$ cat src/rtl/pipe_seq_ctrl_pkg.sv
// Shared definitions for the 5-stage pipeline sequencer and the stage modules.
//   state_t      : sequencer FSM states
//   NUM_STAGES   : pipeline depth (IF..WB)
//   MEM_DEPTH    : instruction-image lines, i.e. max fetches per run
//   CNT_W        : fetch/retire counter width, must hold MEM_DEPTH
//   IF_S..WB_S   : stage indices into the per-stage valid/enable vectors
package pipe_pkg;

  localparam int unsigned NUM_STAGES = 5;
  localparam int unsigned MEM_DEPTH  = 1024;
  localparam int unsigned CNT_W      = 11;

  localparam int unsigned IF_S  = 0;
  localparam int unsigned ID_S  = 1;
  localparam int unsigned EX_S  = 2;
  localparam int unsigned MEM_S = 3;
  localparam int unsigned WB_S  = 4;

  typedef enum logic [1:0] {
    IDLE,
    RUN,
    DRAIN,
    DONE
  } state_t;

endpackage

$ cat src/rtl/pipe_seq_ctrl_if.sv
// Bundle between top-level run control / stage modules and the pipeline sequencer.
//   master : run control side, drives start/hazard/flush/halt_dec, observes status
//   slave  : sequencer side, drives stage_en/stage_vld/busy/opr_finished/counters
interface pipe_seq_ctrl_if #(
  parameter int unsigned CNT_W = pipe_pkg::CNT_W
);

  logic                            start;
  logic                            hazard;
  logic                            flush;
  logic                            halt_dec;
  logic [pipe_pkg::NUM_STAGES-1:0] stage_en;
  logic [pipe_pkg::NUM_STAGES-1:0] stage_vld;
  logic                            busy;
  logic                            opr_finished;
  logic [CNT_W-1:0]                fetch_cnt;
  logic [CNT_W-1:0]                retire_cnt;

  modport master (
    output start, hazard, flush, halt_dec,
    input  stage_en, stage_vld, busy, opr_finished, fetch_cnt, retire_cnt
  );

  modport slave (
    input  start, hazard, flush, halt_dec,
    output stage_en, stage_vld, busy, opr_finished, fetch_cnt, retire_cnt
  );

endinterface

$ cat src/rtl/pipe_vld_shift.sv
// Per-stage valid shift register for the 5-stage pipeline.
//   clk, rstb : clock, asynchronous active-low reset
//   advance   : update valids this edge (low holds everything, used while idle)
//   fetch     : new instruction enters IF
//   stall     : freeze IF/ID, insert a bubble into EX
//   kill_if   : drop the instruction leaving IF (flush, or the slot behind a HALT)
//   kill_id   : drop the instruction leaving ID (flush)
//   vld       : registered per-stage valid
//   en        : per-stage work enable, IF/ID masked while stalled
module pipe_vld_shift
  import pipe_pkg::*;
(
  input  logic                  clk,
  input  logic                  rstb,
  input  logic                  advance,
  input  logic                  fetch,
  input  logic                  stall,
  input  logic                  kill_if,
  input  logic                  kill_id,
  output logic [NUM_STAGES-1:0] vld,
  output logic [NUM_STAGES-1:0] en
);

  logic [NUM_STAGES-1:0] vld_q, vld_d;

  always_comb begin
    vld_d = vld_q;
    if (advance) begin
      if (stall) begin
        vld_d[IF_S] = vld_q[IF_S];
        vld_d[ID_S] = vld_q[ID_S];
        vld_d[EX_S] = 1'b0;
      end else begin
        vld_d[IF_S] = fetch;
        vld_d[ID_S] = vld_q[IF_S] & ~kill_if;
        vld_d[EX_S] = vld_q[ID_S] & ~kill_id;
      end
      // Back half of the pipe never stalls.
      vld_d[MEM_S] = vld_q[EX_S];
      vld_d[WB_S]  = vld_q[MEM_S];
    end
  end

  always_ff @(posedge clk or negedge rstb) begin
    if (!rstb) begin
      vld_q <= '0;
    end else begin
      vld_q <= vld_d;
    end
  end

  always_comb begin
    en = vld_q;
    if (stall) begin
      en[IF_S] = 1'b0;
      en[ID_S] = 1'b0;
    end
  end

  assign vld = vld_q;

endmodule

$ cat src/rtl/pipe_seq_ctrl.sv
// Sequencer for the 5-stage datapath: start-up fill, RAW stalls, branch flushes,
// HALT and end-of-image drain, with a one-cycle opr_finished once the pipe is empty.
//   clk, rstb : clock, asynchronous active-low reset
//   bus       : slave side of pipe_seq_ctrl_if (control inputs, enables, status, counters)
module pipe_seq_ctrl
  import pipe_pkg::*;
#(
  parameter int unsigned MEM_DEPTH = pipe_pkg::MEM_DEPTH,
  parameter int unsigned CNT_W     = pipe_pkg::CNT_W
) (
  input  logic           clk,
  input  logic           rstb,
  pipe_seq_ctrl_if.slave bus
);

  localparam logic [CNT_W-1:0] MaxCnt  = CNT_W'(MEM_DEPTH);
  localparam logic [CNT_W-1:0] LastCnt = CNT_W'(MEM_DEPTH - 1);

  state_t                state_q;
  logic [CNT_W-1:0]      fetch_cnt_q;
  logic [CNT_W-1:0]      retire_cnt_q;
  logic [NUM_STAGES-1:0] vld;
  logic [NUM_STAGES-1:0] en;
  logic                  in_run;
  logic                  stall;
  logic                  halt;
  logic                  fetch;

  assign in_run = (state_q == RUN);

  // Priority flush > hazard > halt; halt_dec only counts while still fetching.
  assign stall = bus.hazard & vld[ID_S] & ~bus.flush;
  assign halt  = in_run & bus.halt_dec & vld[ID_S] & ~bus.flush & ~stall;
  assign fetch = in_run & ~stall & ~halt & (fetch_cnt_q < MaxCnt);

  pipe_vld_shift u_vld_shift (
    .clk     (clk),
    .rstb    (rstb),
    .advance (state_q != IDLE),
    .fetch   (fetch),
    .stall   (stall),
    // On HALT the instruction sitting in IF is the one behind it and must not issue.
    .kill_if (bus.flush | halt),
    .kill_id (bus.flush),
    .vld     (vld),
    .en      (en)
  );

  always_ff @(posedge clk or negedge rstb) begin
    if (!rstb) begin
      state_q      <= IDLE;
      fetch_cnt_q  <= '0;
      retire_cnt_q <= '0;
    end else begin
      if (fetch) begin
        fetch_cnt_q <= fetch_cnt_q + 1'b1;
      end
      if (vld[WB_S]) begin
        retire_cnt_q <= retire_cnt_q + 1'b1;
      end
      unique case (state_q)
        IDLE: begin
          if (bus.start) begin
            state_q      <= RUN;
            fetch_cnt_q  <= '0;
            retire_cnt_q <= '0;
          end
        end
        RUN: begin
          if (halt || (fetch && fetch_cnt_q == LastCnt)) begin
            state_q <= DRAIN;
          end
        end
        DRAIN: begin
          if (vld == '0) begin
            state_q <= DONE;
          end
        end
        DONE: begin
          state_q <= IDLE;
        end
        default: begin
          state_q <= IDLE;
        end
      endcase
    end
  end

  assign bus.stage_en     = en;
  assign bus.stage_vld    = vld;
  assign bus.busy         = (state_q != IDLE);
  assign bus.opr_finished = (state_q == DONE);
  assign bus.fetch_cnt    = fetch_cnt_q;
  assign bus.retire_cnt   = retire_cnt_q;

endmodule

$ cat src/flat_wrapper.sv
// flat-port wrapper written by rule: the top's interface ports become plain ports
module pipe_seq_ctrl_flat import pipe_pkg::*;
#(
  parameter int unsigned MEM_DEPTH = pipe_pkg::MEM_DEPTH,
  parameter int unsigned CNT_W     = pipe_pkg::CNT_W
)
  (clk, rstb, bus_start, bus_hazard, bus_flush, bus_halt_dec, bus_stage_en, bus_stage_vld, bus_busy, bus_opr_finished, bus_fetch_cnt, bus_retire_cnt);
  pipe_seq_ctrl_if #(.CNT_W(CNT_W)) bus_i ();
  input  logic clk;
  input  logic rstb;
  input wire logic [$bits(bus_i.start)-1:0] bus_start;
  input wire logic [$bits(bus_i.hazard)-1:0] bus_hazard;
  input wire logic [$bits(bus_i.flush)-1:0] bus_flush;
  input wire logic [$bits(bus_i.halt_dec)-1:0] bus_halt_dec;
  output wire logic [$bits(bus_i.stage_en)-1:0] bus_stage_en;
  output wire logic [$bits(bus_i.stage_vld)-1:0] bus_stage_vld;
  output wire logic [$bits(bus_i.busy)-1:0] bus_busy;
  output wire logic [$bits(bus_i.opr_finished)-1:0] bus_opr_finished;
  output wire logic [$bits(bus_i.fetch_cnt)-1:0] bus_fetch_cnt;
  output wire logic [$bits(bus_i.retire_cnt)-1:0] bus_retire_cnt;
  assign bus_i.start = bus_start;
  assign bus_i.hazard = bus_hazard;
  assign bus_i.flush = bus_flush;
  assign bus_i.halt_dec = bus_halt_dec;
  assign bus_stage_en = bus_i.stage_en;
  assign bus_stage_vld = bus_i.stage_vld;
  assign bus_busy = bus_i.busy;
  assign bus_opr_finished = bus_i.opr_finished;
  assign bus_fetch_cnt = bus_i.fetch_cnt;
  assign bus_retire_cnt = bus_i.retire_cnt;
  pipe_seq_ctrl #(.MEM_DEPTH(MEM_DEPTH), .CNT_W(CNT_W)) u_core (.clk(clk), .rstb(rstb), .bus(bus_i));
endmodule
$ cat config.mk
export PLATFORM = sky130hd
export DESIGN_NAME = pipe_seq_ctrl_flat
export DESIGN_NICKNAME = d
export VERILOG_FILES = /design/src/rtl/pipe_seq_ctrl_pkg.sv /design/src/rtl/pipe_seq_ctrl_if.sv /design/src/rtl/pipe_vld_shift.sv /design/src/rtl/pipe_seq_ctrl.sv /design/src/flat_wrapper.sv
export SDC_FILE = /design/constraint.sdc
export NUM_CORES = 1
export LEC_CHECK = 0
export CAP_MARGIN = 25
export CORE_ASPECT_RATIO = 1.75
export CORE_UTILIZATION = 40
export DETAILED_ROUTE_END_ITERATION = 6
export PLACE_DENSITY = 0.76
export SLEW_MARGIN = 40
export SYNTH_ARGS = -nofsm -noshare
export SYNTH_HDL_FRONTEND = slang
export SYNTH_SLANG_ARGS = --single-unit
$ cat constraint.sdc
create_clock -name clk -period 2.1 [get_ports clk]
set_input_delay 0.525 -clock clk [delete_from_list [all_inputs] [get_ports clk]]
set_output_delay 0.525 -clock clk [all_outputs]
set_load 0.01 [all_outputs]
==> results of run 1 <==
-- registers in the layout, summed over array words and instances, names as in the netlist --
signal,cells
u_core.bus.fetch_cnt,11
u_core.bus.retire_cnt,11
u_core.state_q,2
u_core.u_vld_shift.vld,5
-- metrics by stage --
step	hold WS [ps]	setup slack, ps	instance area (sq um)
3_5_place_dp	552.0	-366.5	2001
2_1_floorplan	229.4	192.3	1509
6_report	559.6	77.57	2115
5_1_grt	605.9	4.840	2115
4_1_cts	570.4	49.88	2112
3_3_place_gp	528.6	-342.3	2001
-- repair_timing --
action	in CTS	in global routing
gates resized for setup	4	1
pin swaps	1	1
setup endpoints to repair	4	1
-- critical path, stage by stage --
cell and delay, ps:
clkdlybuf4s50_1 430, or2_4 280, a211oi_4 250, and3_4 230, o221a_4 190, mux2_4 290
-- per-layer routing --
layer | routed length, microns | global-route usage, %
met1 | 1196 | 17.16
met2 | 1903 | 34.06
met3 | 96 | 4.762
met4 | 39 | 7.754
met5 | 0 | 0
-- cells by family after synthesis --
logic type               after synthesis  share of synthesized area, %
multiplexers                           6                         4.560
AO/OA/AOI/OAI                         12                         7.296
flip-flops                            29                         48.09
adder cells (fa/ha/maj)                6                         4.975
XOR/XNOR                              19                         11.03
AND/OR/NAND/NOR                       58                         19.74
buffers and inverters                 12                         4.312
-- cells in the final DEF, fill, tap and decap left out, drive strengths merged, types with 3 or more instances in the layout --
cell,netlist,final
dlygate4sd2,0,4
buf,5,12
and3,4,4
clkdlybuf4s50,0,34
nand4,3,3
nor2,27,27
inv,5,5
nand2,10,10
clkbuf,2,7
mux2,4,4
xor2,14,14
xnor2,5,5
dfrtp,29,29
nand3,6,6
ha,6,6
-- layout make-up --
class                      count  area [sq um]
clock buffer                   7         86.33
clock inverter                 1         30.03
fill                         325          1514
inverter                       5         18.77
multi-input combinational    101         718.2
sequential                    29         725.7
tap                           46         57.56
timing repair buffer          51         478.0
-- report_power, final --
| group | switching, W | internal (W) | total, W |
|---|---|---|---|
| Sequential | 0.000125 | 0.000657 | 0.000783 |
| Combinational | 0.000405 | 0.000499 | 0.000904 |
| Clock | 0.000202 | 0.000386 | 0.000588 |
| Total | 0.000732 | 0.00154 | 0.00228 |
-- worst max path at each step --
| stage | to | slack [ps] | startpoint |
|---|---|---|---|
| finish | u_core.state_q[1] | 80 | bus_halt_dec |
| global route | u_core.state_q[1] | 5 | bus_halt_dec |
| CTS | u_core.state_q[1] | 50 | bus_hazard |
| detailed placement | bus_stage_en[0] | -370 | bus_flush |
| global placement | bus_stage_en[0] | -340 | bus_flush |
| floorplan | u_core.state_q[1] | 190 | u_core.state_q[1] |
==> insert_results.sql, run 1 <==
INSERT INTO impl_metrics (metric_group, metric, value, unit) VALUES
('cts', 'post-cts-setup-buffer-count', '0', ''),
('placement', 'port-buffer-count', '39', ''),
('cts', 'tritoncts', 'done', ''),
('setup_path', 'timing.rr.start', 'u_core.state_q[1]', ''),
('cells_and_area', 'final-instance-count-excl-fill', '240', ''),
('floorplan', 'floorplan.die.height', '83.25', 'microns'),
('sta', 'timing.slew.headroom', '74.95', '%'),
('synthesis', 'ys_warn_count', '0', ''),
('global_route', 'first_pass_grt_wire_length', '5.499', 'mm'),
('cts', 'clk_path_buf_depth', '2', ''),
('sta', 'period_share', '96.31', '%'),
('synthesis', 'synth_seq_cells', '29', ''),
('synthesis', 'synthesis.nets', '154', ''),
('sta', 'rsz0062_at_grt', 'false', ''),
('synthesis', 'synthMostInstantiatedCell', 'dfrtp_1', ''),
('routing', 'post_drt_via_cell_ratio', '4.904', ''),
('synthesis', 'post_synth_instance_area', '1509', 'sq um'),
('setup_path', 'critPathArrivalTime', '2180', 'ps'),
('run_status', 'outcome', 'complete, no violations', ''),
('synthesis', 'fraction_of_registers_with_async_set_or_reset_after_synthesis', '100.0', '%'),
('setup_path', 'reg2reg_slack', '180', 'ps'),
('cts', 'clock_insertion_delay_worst_skew', '270', 'ps'),
('placement', 'gpl_wtd_cong', '0.7781', ''),
('sta', 'timing.final.crit_period', '2022', 'ps'),
('setup_path', 'start_kind', 'input port', ''),
('cts', 'htreeDepth', '2', ''),
('min_path', 'holdCritPathClass', 'reg2reg', ''),
('flow_run', 'drv.max_cap_violation_count', '0', ''),
('cts', 'sink_count', '29', ''),
('floorplan', 'core.rowCount', '29', ''),
('power_and_ir_drop', 'power_density', '1076', 'nW/um^2'),
('global_route', 'grt_max_degree', '30', ''),
('cts', 'cts.hold.buffers_added', '0', ''),
('routing', 'via_count', '1177', ''),
('cells_and_area', 'finish.net_count', '205', ''),
('global_route', 'gr-total-overflow', '0', ''),
('sta', 'maxSlewViolCount', '0', ''),
('routing', 'drt-wirelength-per-cell', '13.48', 'microns'),
('power_and_ir_drop', 'leakage_power_summed_over_all_cells', '1.020', 'nW'),
('synthesis', 'synth_top_area_share', '48.09', '%'),
('power_and_ir_drop', 'total_power', '0.002275', 'W'),
('setup_path', 'cp.required', '2260', 'ps'),
('sta', 'report.final.setup_viol', '0', ''),
('synthesis', 'synth.area.top_cells', 'dfrtp_1, xor2_1, nor2_1, ha_1, xnor2_1', ''),
('sta', 'setup_tns', '0', 'ps'),
('setup_path', 'setup.worst_path.class', 'in2reg', ''),
('cts', 'numCtsBuffers', '5', ''),
('routing', 'first_iter_violations', '34', ''),
('floorplan', 'design.die.area', '4032', 'sq um'),
('cells_and_area', 'layout-drive-gt1-share', '15.98', '%'),
('routing', 'detail_route.wirelength', '3.235', 'mm'),
('floorplan', 'initial_utilization', '41.59', '%'),
('synthesis', 'synth-edff-count', '0', ''),
('floorplan', 'die-width', '48.43', 'microns'),
('synthesis', 'post_synth_num_cell_types', '36', ''),
('setup_path', 'worstReg2RegEnd', 'u_core.state_q[1]', ''),
('global_route', 'first_global_vias', '1208', ''),
('synthesis', 'yosysSeqAreaShare', '48.09', '%'),
('sta', 'worst_slew_pin_slew', '375.7', 'ps'),
('placement', 'dp.final_hpwl', '2.432', 'mm'),
('power_and_ir_drop', 'peakVddDrop', '0.0007463', 'V'),
('floorplan', 'core_region_area', '3628', 'sq um'),
('min_path', 'hold_end', 'u_core.bus.retire_cnt[10]', ''),
('placement', 'place_inst', '232', ''),
('min_path', 'worst_hold_startpoint', 'u_core.bus.retire_cnt[10]', ''),
('cts', 'clock_pin_slew_reported_for_the_worst_setup_and_hold_paths_after_clock_tree_synthesis', '60', 'ps'),
('synthesis', 'synth_top_cells_by_count', 'dfrtp_1, nor2_1, xor2_1', ''),
('routing', 'detailedRoute.firstPassIterationCount', '4', ''),
('setup_path', 'end_kind', 'flop', ''),
('min_path', 'min_delay_path_depth', '2', ''),
('cells_and_area', 'diodes', '0', '');
(Power assumes the default switching activity.)
==> run 2: changes to the inputs <==
--- a/config.mk
+++ b/config.mk
@@ -8,8 +8,11 @@
 export CAP_MARGIN = 25
 export CORE_ASPECT_RATIO = 1.75
 export CORE_UTILIZATION = 40
+export CTS_BUF_LIST = sky130_fd_sc_hd__clkbuf_8
 export DETAILED_ROUTE_END_ITERATION = 6
+export MAX_ROUTING_LAYER = met4
 export PLACE_DENSITY = 0.76
+export SKIP_LAST_GASP = 1
 export SLEW_MARGIN = 40
 export SYNTH_ARGS = -nofsm -noshare
 export SYNTH_HDL_FRONTEND = slang
==> run 2 against run 1 <==
  * Critical path depth did not move
  * Count of clock-buffer cells in the layout fell by 1
  * Global-route usage rose by 0.46 points
  * Clock skew barely moved
  * Critical path type unchanged
  * Largest power group unchanged
==> insert_results.sql, run 2 (synthesis results as in run 1) <==
INSERT INTO impl_metrics (metric_group, metric, value, unit) VALUES
('run_status', 'outcome', 'complete, no violations', ''),
('cells_and_area', 'diodes', '0', ''),
('setup_path', 'worstReg2RegEnd', 'u_core.state_q[1]', ''),
('sta', 'report.final.setup_viol', '0', ''),
('cts', 'cts.hold.buffers_added', '0', ''),
('sta', 'hold_violation_count_in_the_final_report', '0', ''),
('setup_path', 'critPathArrivalTime', '2180', 'ps'),
('routing', 'via_count', '1184', ''),
('cells_and_area', 'layout-drive-gt1-share', '15.98', '%'),
('routing', 'post_drt_via_cell_ratio', '4.933', ''),
('setup_path', 'critical-path-max-stage-delay', '430', 'ps'),
('global_route', 'first_global_vias', '1207', ''),
('global_route', 'first_pass_grt_wire_length', '5.478', 'mm'),
('flow_run', 'drv.max_cap_violation_count', '0', ''),
('setup_path', 'cp.required', '2260', 'ps'),
('cells_and_area', 'layout_common_cells', 'clkdlybuf4s50_1, dfrtp_1, nor2_1', ''),
('cells_and_area', 'final-instance-count-excl-fill', '240', ''),
('placement', 'gpl_wtd_cong', '0.7888', ''),
('setup_path', 'cp_max_fo', '2', ''),
('floorplan', 'io_pins', '40', ''),
('floorplan', 'floorplan.die.height', '83.25', 'microns'),
('routing', 'detailedRoute.firstPassIterationCount', '4', ''),
('cts', 'clock_insertion_delay_worst_skew', '270', 'ps'),
('floorplan', 'core_region_area', '3628', 'sq um'),
('setup_path', 'reg2reg_slack', '180', 'ps'),
('global_route', 'gr-usage-all-layers', '18.26', '%'),
('sta', 'timing.final.crit_period', '2022', 'ps'),
('cts', 'cts.root.buffer_cell', 'clkbuf_8', ''),
('sta', 'rsz0062_at_grt', 'false', ''),
('floorplan', 'die-width', '48.43', 'microns'),
('sta', 'fmaxAchievable', '0.4946', 'GHz'),
('placement', 'dp.final_hpwl', '2.432', 'mm'),
('setup_path', 'end_kind', 'flop', ''),
('sta', 'period_share', '96.28', '%'),
('power_and_ir_drop', 'leakage_power_summed_over_all_cells', '1.024', 'nW'),
('placement', 'postPlaceCellArea', '2001', 'sq um'),
('setup_path', 'critPathTopFamily', 'simple AND/OR/NAND/NOR gates', ''),
('cells_and_area', 'finish.net_count', '205', ''),
('setup_path', 'ff2ff_path_depth', '7', ''),
('global_route', 'gr-total-overflow', '0', ''),
('setup_path', 'crit_path_start', 'bus_halt_dec', ''),
('cts', 'htreeDepth', '2', ''),
('cells_and_area', 'layout_commonest_cell', 'clkdlybuf4s50_1', ''),
('routing', 'post-route-drc-count', '0', ''),
('routing', 'detail_route.wirelength', '3.229', 'mm'),
('setup_path', 'timing.critical_path.slowest_stage_cell', 'clkdlybuf4s50_1', ''),
('cts', 'numCtsBuffers', '5', ''),
('sta', 'timing.slew.headroom', '75.18', '%'),
('global_route', 'grt_antenna_before_repair', '0', ''),
('cts', 'tritoncts', 'done', ''),
('placement', 'place_inst', '232', ''),
('cells_and_area', 'layout.filler_cells', '325', ''),
('global_route', 'grt_max_degree', '30', ''),
('setup_path', 'cp_num_buf_inv', '1', ''),
('cts', 'clk_path_buf_depth', '2', ''),
('placement', 'port-buffer-count', '39', ''),
('setup_path', 'timing.rr.start', 'u_core.state_q[1]', ''),
('routing', 'drt-wirelength-per-cell', '13.45', 'microns'),
('floorplan', 'core.rowCount', '29', ''),
('cts', 'clock_pin_slew_reported_for_the_worst_setup_and_hold_paths_after_clock_tree_synthesis', '60', 'ps'),
('sta', 'worst_slew_pin_slew', '372.4', 'ps'),
('setup_path', 'ordered_list_of_cells_on_the_worst_path', 'clkdlybuf4s50_1 -> or2_4 -> a211oi_4 -> and3_4 -> o221a_4 -> mux2_4', ''),
('cells_and_area', 'post-route-util', '58.28', '%'),
('floorplan', 'initial_utilization', '41.59', '%'),
('setup_path', 'setup.worst_path.class', 'in2reg', ''),
('routing', 'first_iter_violations', '32', ''),
('routing', 'postRouteAntennaNets', '0', ''),
('sta', 'final_clock_skew', '3.815', 'ps'),
('power_and_ir_drop', 'peakVddDrop', '0.0007458', 'V'),
('power_and_ir_drop', 'power_density', '1073', 'nW/um^2'),
('setup_path', 'cp.depth', '6', ''),
('cells_and_area', 'area_growth_syn_to_layout', '40.13', '%'),
('setup_path', 'start_kind', 'input port', ''),
('floorplan', 'design.die.area', '4032', 'sq um'),
('cells_and_area', 'post_layout_inst_area', '2115', 'sq um'),
('setup_path', 'capture_point_of_the_worst_path', 'u_core.state_q[1]', ''),
('min_path', 'holdCritPathClass', 'reg2reg', ''),
('sta', 'maxSlewViolCount', '0', ''),
('cts', 'sink_count', '29', '');
-- run 2: changes by cell type in the layout (fill, tap and decap cells not counted), sizes merged --
cell    change
clkbuf      -1
inv         +1
-- run 2: per-layer routing --
| layer | vias up | wire [microns] | part of all wire, % | GRT usage [%] |
|---|---|---|---|---|
| met5 | - | 0 | 0 | - |
| met3 | 4 | 102 | 3.2 | 4.762 |
| met1 | 586 | 1189 | 37 | 16.69 |
| met2 | 26 | 1897 | 59 | 34.44 |
| met4 | 0 | 39 | 1.2 | 7.754 |
| li1 | 568 | - | - | - |
-- run 2: worst reg2reg max path, delay by kind of cell (launching register included) --
kind                     cells  cell delay (ps)
multiplexers                 1              290
AO/OA/AOI/OAI                2              430
AND/OR/NAND/NOR              2              360
buffers and inverters        1              100
adder cells (fa/ha/maj)      1              220
flip-flops                   1              420
-- run 2: final cells by class --
cell class / count / area [sq um] / area share (%)
multi-input cells: 101 / 718.2 / 33.96
inverters: 5 / 18.77 / 0.8876
clock inverters: 2 / 33.78 / 1.598
repair buffers: 51 / 478.0 / 22.60
well taps: 46 / 57.56 / 2.722
clock buffers: 6 / 82.58 / 3.905
flip-flops and latches: 29 / 725.7 / 34.32
-- run 2: report_power, final --
part / switching [W] / total [W] / internal (W)
clock network: 0.000201 / 0.000582 / 0.000381
registers: 0.000125 / 0.000783 / 0.000657
logic: 0.000406 / 0.000905 / 0.000499
total: 0.000732 / 0.00227 / 0.00154
-- run 2: metrics by stage --
stage / TNS (ps) / power, W / hold WS (ps) / setup WS, ps
floorplan: 0 / 0.001323 / 229.4 / 192.3
finish: 0 / 0.002270 / 559.6 / 78.09
CTS: 0 / 0.002303 / 570.4 / 49.88
global route: 0 / 0.002417 / 605.9 / 4.840
detailed placement: -1644 / 0.001720 / 552.0 / -366.5
global placement: -1164 / 0.001682 / 528.6 / -342.3
-- run 2: worst min path at each step --
stage,endpoint,startpoint,cells after the start,slack [ps]
2_1_floorplan,u_core.bus.fetch_cnt[0],rstb,0,230
3_3_place_gp,u_core.bus.retire_cnt[10],u_core.bus.retire_cnt[10],2,530
3_5_place_dp,u_core.bus.fetch_cnt[10],u_core.bus.fetch_cnt[10],2,550
4_1_cts,u_core.bus.retire_cnt[10],u_core.bus.retire_cnt[10],2,570
5_1_grt,u_core.state_q[1],u_core.state_q[1],1,610
6_report,u_core.bus.retire_cnt[10],u_core.bus.retire_cnt[10],2,560
-- run 2: repair_timing --
action | 4_1_cts | 5_1_grt
endpoints found under the hold margin | 0 | 0
endpoints found under the setup margin | 4 | 1
buffers inserted | 0 | 0
pin swaps | 1 | 1
gates cloned | 0 | 0
resized for setup | 4 | 1
